`src/rtl/symbol_seq_ctrl_pkg.sv`:
```
// Shared types for the symbol sequencer: FSM states, result encodings and
// the recognizer's terminal state codes.
package symbol_seq_ctrl_pkg;

  localparam int SYM_W = 7;
  localparam int CNT_W = 5;
  localparam int GAP_W = 4;

  typedef enum logic [2:0] {
    ST_IDLE,
    ST_RST,
    ST_SEND,
    ST_GAP,
    ST_WAIT,
    ST_REPORT
  } state_e;

  typedef enum logic [1:0] {
    RES_NONE   = 2'b00,
    RES_ACC_A  = 2'b01,
    RES_ACC_B  = 2'b10,
    RES_REJECT = 2'b11
  } result_e;

  localparam logic [3:0] REC_REJECT = 4'b1000;
  localparam logic [3:0] REC_ACC_A  = 4'b1001;
  localparam logic [3:0] REC_ACC_B  = 4'b1010;

  function automatic logic is_terminal(input logic [3:0] code);
    return (code == REC_REJECT) || (code == REC_ACC_A) || (code == REC_ACC_B);
  endfunction

  function automatic result_e decode_result(input logic [3:0] code);
    case (code)
      REC_ACC_A:  return RES_ACC_A;
      REC_ACC_B:  return RES_ACC_B;
      REC_REJECT: return RES_REJECT;
      default:    return RES_NONE;
    endcase
  endfunction

endpackage

```
`src/rtl/symbol_seq_ctrl_buf.sv`:
```
// symbol_buf: append-only symbol store with write pointer, occupancy count,
// full flag and an asynchronous indexed read port.
module symbol_buf
  import symbol_seq_ctrl_pkg::*;
#(
  parameter int DEPTH = 8,
  localparam int IDX_W = $clog2(DEPTH)
) (
  input  logic             clk,
  input  logic             reset,
  input  logic             wr_en,
  input  logic [SYM_W-1:0] wr_data,
  input  logic             clear,
  input  logic [IDX_W-1:0] rd_idx,
  output logic [SYM_W-1:0] rd_data,
  output logic [CNT_W-1:0] count,
  output logic             full
);

  logic [SYM_W-1:0] mem_q [DEPTH];
  logic [IDX_W-1:0] wr_ptr_q, wr_ptr_d;
  logic [CNT_W-1:0] count_q, count_d;
  logic             do_write;

  assign full     = (count_q == CNT_W'(DEPTH));
  assign do_write = wr_en && !full && !clear;

  // clear takes priority over a simultaneous append
  always_comb begin
    wr_ptr_d = wr_ptr_q;
    count_d  = count_q;
    if (clear) begin
      wr_ptr_d = '0;
      count_d  = '0;
    end else if (do_write) begin
      wr_ptr_d = wr_ptr_q + IDX_W'(1);
      count_d  = count_q + CNT_W'(1);
    end
  end

  always_ff @(posedge clk) begin
    if (reset) begin
      wr_ptr_q <= '0;
      count_q  <= '0;
    end else begin
      wr_ptr_q <= wr_ptr_d;
      count_q  <= count_d;
    end
  end

  always_ff @(posedge clk) begin
    if (do_write) begin
      mem_q[wr_ptr_q] <= wr_data;
    end
  end

  assign rd_data = mem_q[rd_idx];
  assign count   = count_q;

endmodule

```
`src/rtl/symbol_seq_ctrl.sv`:
```
// Replays buffered symbols into an external recognizer and reports its verdict.
// Optional pass/fail statistics outputs: define SYMBOL_SEQ_CTRL_STATS_EN.
module symbol_seq_ctrl
  import symbol_seq_ctrl_pkg::*;
#(
  parameter int DEPTH = 8,
  parameter int GAP   = 0
) (
  input  logic             clk,
  input  logic             reset,
  input  logic             wr_en,
  input  logic [SYM_W-1:0] wr_data,
  input  logic             clear,
  input  logic             start,
  input  logic [3:0]       rec_state,
  output logic             rec_rst,
  output logic             sym_valid,
  output logic [SYM_W-1:0] sym_data,
  output logic             busy,
  output logic             done,
  output logic [1:0]       result,
  output logic [CNT_W-1:0] count,
  output logic             full
`ifdef SYMBOL_SEQ_CTRL_STATS_EN
  , output logic [7:0]     pass_cnt
  , output logic [7:0]     fail_cnt
`endif
);

  localparam int IDX_W = $clog2(DEPTH);

  state_e           state_q, state_d;
  logic [IDX_W-1:0] index_q, index_d;
  logic [GAP_W-1:0] gap_cnt_q, gap_cnt_d;
  result_e          result_q, result_d;

  logic [SYM_W-1:0] rd_data;
  logic [CNT_W-1:0] buf_count;
  logic             term;
  logic             last_idx;

  // The buffer is frozen while a run is in progress
  symbol_buf #(.DEPTH(DEPTH)) u_buf (
    .clk     (clk),
    .reset   (reset),
    .wr_en   (wr_en && !busy),
    .wr_data (wr_data),
    .clear   (clear && !busy),
    .rd_idx  (index_q),
    .rd_data (rd_data),
    .count   (buf_count),
    .full    (full)
  );

  assign term     = is_terminal(rec_state);
  assign last_idx = ((CNT_W'(index_q) + CNT_W'(1)) == buf_count);

  always_ff @(posedge clk) begin
    if (reset) begin
      state_q   <= ST_IDLE;
      index_q   <= '0;
      gap_cnt_q <= '0;
      result_q  <= RES_NONE;
    end else begin
      state_q   <= state_d;
      index_q   <= index_d;
      gap_cnt_q <= gap_cnt_d;
      result_q  <= result_d;
    end
  end

  always_comb begin
    state_d   = state_q;
    index_d   = index_q;
    gap_cnt_d = gap_cnt_q;
    result_d  = result_q;
    case (state_q)
      ST_IDLE: begin
        if (start) begin
          result_d = RES_NONE;
          state_d  = (buf_count != '0) ? ST_RST : ST_REPORT;
        end
      end
      ST_RST: begin
        index_d   = '0;
        gap_cnt_d = '0;
        state_d   = ST_SEND;
      end
      ST_SEND: begin
        if (term) begin
          result_d = decode_result(rec_state);
          state_d  = ST_REPORT;
        end else if (last_idx) begin
          state_d = ST_WAIT;
        end else if (GAP > 0) begin
          gap_cnt_d = '0;
          state_d   = ST_GAP;
        end else begin
          index_d = index_q + IDX_W'(1);
        end
      end
      ST_GAP: begin
        if (term) begin
          result_d = decode_result(rec_state);
          state_d  = ST_REPORT;
        end else if (gap_cnt_q == GAP_W'(GAP - 1)) begin
          index_d = index_q + IDX_W'(1);
          state_d = ST_SEND;
        end else begin
          gap_cnt_d = gap_cnt_q + GAP_W'(1);
        end
      end
      ST_WAIT: begin
        result_d = decode_result(rec_state);
        state_d  = ST_REPORT;
      end
      ST_REPORT: state_d = ST_IDLE;
      default:   state_d = ST_IDLE;
    endcase
  end

  always_comb begin
    busy      = (state_q == ST_RST) || (state_q == ST_SEND) ||
                (state_q == ST_GAP) || (state_q == ST_WAIT);
    rec_rst   = reset || (state_q == ST_RST);
    sym_valid = (state_q == ST_SEND) && !term;
    sym_data  = sym_valid ? rd_data : '0;
    done      = (state_q == ST_REPORT);
    result    = result_q;
    count     = buf_count;
  end

`ifdef SYMBOL_SEQ_CTRL_STATS_EN
  logic [7:0] pass_cnt_q, pass_cnt_d;
  logic [7:0] fail_cnt_q, fail_cnt_d;

  always_comb begin
    pass_cnt_d = pass_cnt_q;
    fail_cnt_d = fail_cnt_q;
    if (state_q == ST_REPORT) begin
      if ((result_q == RES_ACC_A || result_q == RES_ACC_B) && pass_cnt_q != 8'hFF) begin
        pass_cnt_d = pass_cnt_q + 8'd1;
      end
      if (result_q == RES_REJECT && fail_cnt_q != 8'hFF) begin
        fail_cnt_d = fail_cnt_q + 8'd1;
      end
    end
  end

  always_ff @(posedge clk) begin
    if (reset) begin
      pass_cnt_q <= '0;
      fail_cnt_q <= '0;
    end else begin
      pass_cnt_q <= pass_cnt_d;
      fail_cnt_q <= fail_cnt_d;
    end
  end

  assign pass_cnt = pass_cnt_q;
  assign fail_cnt = fail_cnt_q;
`endif

endmodule

```
`config.mk`:
```
export PLATFORM = sky130hd
export DESIGN_NAME = symbol_seq_ctrl
export DESIGN_NICKNAME = d
export VERILOG_FILES = /design/src/rtl/symbol_seq_ctrl_pkg.sv /design/src/rtl/symbol_seq_ctrl_buf.sv /design/src/rtl/symbol_seq_ctrl.sv
export SDC_FILE = /design/constraint.sdc
export NUM_CORES = 1
export LEC_CHECK = 0
export CELL_PAD_IN_SITES_DETAIL_PLACEMENT = 1
export CELL_PAD_IN_SITES_GLOBAL_PLACEMENT = 1
export CORE_AREA = 2 2 102 104
export CTS_CLUSTER_DIAMETER = 60
export DETAILED_ROUTE_END_ITERATION = 16
export DIE_AREA = 0 0 104 106
export GPL_TIMING_DRIVEN = 0
export PLACE_DENSITY = 0.7
export SYNTH_ARGS = -nofsm -noshare
export SYNTH_HDL_FRONTEND = slang
export SYNTH_SLANG_ARGS = --single-unit
```
`constraint.sdc`:
```
create_clock -name clk -period 3.2 [get_ports clk]
set_clock_uncertainty 0.05 [all_clocks]
set_input_delay 0.96 -clock clk [delete_from_list [all_inputs] [get_ports clk]]
set_output_delay 0.96 -clock clk [all_outputs]
set_load 0.02 [all_outputs]
```
==> results of run 1 <==
[cells in the mapped netlist, types with 2 or more instances]
cell	number
o31ai_1	3
mux2i_1	7
nand4_1	2
o211ai_1	2
or2_2	2
nor3_1	6
ha_1	5
and2_1	3
xnor2_1	3
clkbuf_1	5
dfxtp_1	23
mux4_2	14
xor2_1	8
a21oi_1	10
nand2_1	7
buf_2	4
nor2_1	22
inv_1	6
and3_1	2
a2bb2oi_1	2
o21ai_0	5
o41ai_1	2
nand2b_1	7
edfxtp_1	56
nand3_1	9
nand3b_1	3
[critical path, cell delays in order]
cell	delay (ns)
dlygate4sd2_1	0.21
and2_4	0.16
nor2_4	0.04
or3_4	0.46
nor2_1	0.12
buf_4	0.15
[per-stage QoR]
stage	setup TNS, ns	hold WS (ns)	utilization
after floorplan	0	0.413	-
final	0	0.447	0.419
after CTS	0	0.456	0.419
after detailed placement	-26.36	0.444	0.392
after global routing	0	0.483	0.419
after global placement	-28.41	0.426	0.391
[state kept, by name, indices dropped and copies added (netlist names), named ones only]
signal and flops:
gap_cnt_q 4, index_q 3, result 2, state_q 3
u_buf.count 5, u_buf.mem_q 56, u_buf.wr_ptr_q 3
[kinds of logic after synthesis]
family	Yosys count	synth area share
XOR/XNOR	11	0.0283
flip-flops	79	0.629
AND/OR/NAND/NOR	75	0.121
buffers and inverters	16	0.0191
multiplexers	21	0.113
AO/OA/AOI/OAI	34	0.0709
adder cells (fa/ha/maj)	5	0.0184
[report_power, final]
group          leakage [nW]  internal (W)  total (W)  switching [W]
registers             0.691       0.00112    0.00115      0.0000219
logic                 0.616      0.000159   0.000399       0.000240
clock network        0.0888      0.000358   0.000733       0.000375
total                  1.40       0.00164    0.00228       0.000637
[what timing repair did]
item                       in CTS  in global routing
gates resized for setup        68                  2
buffers inserted                2                  0
setup endpoints to repair      39                  3
pin swaps                       8                  1
[final timing paths]
path / startpoint / end / slack (ns) / cells past startpoint
setup / recovery: rec_state[0] / sym_data[0] / 0.08 / 6
hold / removal: gap_cnt_q[1]$_SDFFE_PP0P_ / gap_cnt_q[1]$_SDFFE_PP0P_ / 0.45 / 2
hold reg to reg: gap_cnt_q[1]$_SDFFE_PP0P_ / gap_cnt_q[1]$_SDFFE_PP0P_ / 0.45 / 2
setup reg to reg: u_buf.count[1]$_SDFFE_PP0P_ / u_buf.mem_q[7][5]$_DFFE_PP_ / 0.38 / 6
[final cells by class]
class	instances	share of cell area
multi-input combinational	146	0.309
sequential	79	0.511
timing repair buffer	36	0.0791
buffer	8	0.0104
tap	136	0.0406
inverter	6	0.00537
clock inverter	5	0.0140
clock buffer	10	0.0304
[routing by layer]
layer	vias to the layer above	GRT usage	wire length, microns
met5	-	0	0
met3	12	0.0331	326
met2	47	0.217	3470
met4	0	0.0763	126
met1	1080	0.189	3390
li1	1017	-	-
==> reports/metrics.cfg, run 1 <==
[run_status]
status=finished, final reports clean

[timing]
layout_setup_ws_ns=0.0836
period_share=0.974
fmax_mhz=321
drv_slew=0
relSlewSlack=0.465
setup_viol=0
rsz0062_at_grt=no
final.min_clock_period_ns=3.12
worstMarginPinSlew_ns=0.799
hold_viol=0

[worst_setup_path]
worstPathRequired_ns=2.19
crit_type=in -> out
worstPathMaxFanout=8
endpoint_kind=output port
cp-start-kind=input pin
arrival_ns=2.11

[detailed_routing]
drt_first_pass_iters=4
drtIter0Drc=118
antenna_left=0
via_per_inst=5.06
vias=2156
post-route-drc-count=0
wl_per_cell_microns=17.2
totalWireLength_microns=7310

[floorplanning]
die_w_microns=104
rows=37
initial_utilization=0.340
core_area_sq_um=10000
die_h_microns=106
ioPinCount=35
die-area_sq_um=11000

[finish]
nets=307
most-common-layout-cells=56 x edfxtp_1, 22 x dfxtp_1, 20 x clkdlybuf4s50_1
fin_area_sq_um=4190
multiInputGateArea_sq_um=1290
area_delta_synth_final_pct=23.1
seq_area_sq_um=2140
antenna_cells=0
fin_cells=426
layout-drive-gt1-share=0.245
final_common_cell=edfxtp_1
fill_cells=1058

[global_routing]
grt_first_pass_wirelength_microns=11900
grt_max_degree=14
grt-ovfl-total=0
grt_pass1_vias=2276
grtUsageTotal=0.142
antenna_found_initial=0

[run]
maxCapViolCount=0

[power_and_ir_drop]
p_leak_nw=1.40
vdd_drop_max_v=0.000201
p_per_area_nw_per_um2=544
total_power_w=0.00228

[placed_design]
dp.final_hpwl_microns=4900
gp_congestion=0.734
placed_cell_area_sq_um=3920
dp_cells=411
post-place-ws_ns=-0.974
portBuffers=33

[synth]
synthFlopType=edfxtp_1
synth_edf_count=56
syn-num-nets=262
synth.avg_cell_area_sq_um=14.1
async_flop_share=0
synth_cells=241
syn_area_sq_um=3400
synth_area_leaders=edfxtp_1 49%, dfxtp_1 14%, mux4_2 9.3%, nor2_1 2.4%, mux2i_1 2.1%
synth_cell_types=49
ys_seq_elements=79
synth_top_area_cell=edfxtp_1
synth_top_area_share=0.494
yosysSeqAreaShare=0.629
yosys_warnings=0

[clock_network]
root_buffer=clkbuf_8
clkSlewWorstSetupHoldPaths_ns=0.07
tritoncts=yes
clock_path_buffers=2
ctsHoldBuffers=0
cts_buffers=9
htreeDepth=3
clock_sinks=79
clock_latency_ns=0.36

[hold_path]
hold_path_class=reg -> reg

Note: power is estimated with default switching activity, not from simulation.
==> run 2, diff against run 1 <==
--- a/config.mk
+++ b/config.mk
@@ -8,7 +8,6 @@
 export CELL_PAD_IN_SITES_DETAIL_PLACEMENT = 1
 export CELL_PAD_IN_SITES_GLOBAL_PLACEMENT = 1
 export CORE_AREA = 2 2 102 104
-export CTS_CLUSTER_DIAMETER = 60
 export DETAILED_ROUTE_END_ITERATION = 16
 export DIE_AREA = 0 0 104 106
 export GPL_TIMING_DRIVEN = 0
==> results of run 2 <==
Final layout, timing and power as in run 1 (identical DEF).
==> RTL change: new RTL, flow settings as in run 2 <==
Set the package constant `CNT_W` to 10 (it was 5).
--- a/src/rtl/symbol_seq_ctrl_pkg.sv
+++ b/src/rtl/symbol_seq_ctrl_pkg.sv
@@ -3,7 +3,7 @@
 package symbol_seq_ctrl_pkg;
 
   localparam int SYM_W = 7;
-  localparam int CNT_W = 5;
+  localparam int CNT_W = 10;
   localparam int GAP_W = 4;
 
   typedef enum logic [2:0] {
Ports: changed (resized count); port bits go from 35 to 40. No check against the original RTL was run, so the function may have changed too.
==> RTL change against run 2 <==
- sequential share of layout area decreased by 0.95 points
- sequential cell count grew 5
- die area unchanged
- clock power decreased by 3.8%
- area after synthesis up 7.6%
- total power is 11% higher
- non-clock buffer count up 10
- register-to-register slack improved by 0.04 ns
- core utilization increased by 2.8 points
- routed wire length rose by 14%
- cell count rose by 11%
- final area grew 6.7%
- setup slack got worse by 0.0068 ns
- critical endpoint unchanged
==> RTL change: results (changes against run 2) <==
[setup_path]
critPathSlowestCell=clkdlybuf4s50_1
cp_top_family=buffers and inverters
r2r_start=u_buf.count[0]$_SDFFE_PP0P_
worstSetupStartpoint=rec_state[1]
ff2ff_setup_slack_ns=0.42  ; +0.04 ns
r2r_end=u_buf.mem_q[2][1]$_DFFE_PP_

[placement]
dpl.hpwl_mm=5.87  ; +20%
io_buffers=39  ; +18%

[routing]
vias=2445  ; +13%
routedWlPerCell_um=17.7  ; +2.9%
drt_iter0_markers=108  ; -8.5%

[pwr]
leakage_nw=1.48  ; +6.2%
powerSeq_w=0.00124  ; +8%
comb_power_w=0.000576  ; +44%
ir_worst_vdd_mv=0.191  ; -4.9%

[synth]
ys_seq_area_share_pct=61.2  ; -1.7 points
ys_types=48  ; -2.0%
ys_ff_latch=84  ; +6.3%
syn-num-nets=298  ; +14%
synthMuxAreaShare_pct=10.5  ; -0.80 points
synth-xor-area-share_pct=3.11  ; +0.28 points

[finish]
buffers_excl_clock=54  ; +23%
num-clock-buffers=9  ; -1
final_layout_size_suffix_gt1_share_pct=19.9  ; -4.5 points
multi_input_area_um2=1420  ; +9.4%
n_all_inverters=8  ; +2
clockNetworkAreaShare_pct=4.11  ; -0.33 points
regArea_um2=2240  ; +4.7%

[grt]
grt_first_pass_wirelength_mm=13.4  ; +12%
grt_max_degree=17  ; +3
grt_usage_pct=15.9  ; +1.6 points

[clocking]
ctsResizeCount=44  ; -35%

[outcome]
status=finished, final reports clean

[timing]
slew_headroom_pct=47.3  ; +0.80 points

[RTL change: cell count changes in the layout (fill, tap and decap cells not counted), sizes merged, moves of 5 or more]
cell / before / now
dfxtp: 23 / 28
nand2: 8 / 14
dlygate4sd2: 5 / 0
clkdlybuf4s50: 20 / 30
a21oi: 10 / 17
o21ai: 5 / 10
[RTL change: metrics by stage]
stage          setup slack (ns)  util (%)  setup TNS (ns)  instances  instance area (um^2)
2_1_floorplan             0.303         -               0        277                  3660
3_3_place_gp              -1.08      42.3          -38.75        452                  4230
3_5_place_dp             -0.737      42.7          -22.32        455                  4270
4_1_cts                  -0.113      44.6           -1.36        472                  4460
5_1_grt                 -0.0169      44.7         -0.0493        472                  4470
6_report                 0.0769      44.7               0        472                  4470
[RTL change: metal layers]
layer  up-vias  wire [um]  global-route usage [%]
li1       1158          -                       -
met1      1234       4000                    20.9
met2        42       3990                    25.9
met3        11        238                    3.43
met4         0        110                    6.08
met5         -          0                       0
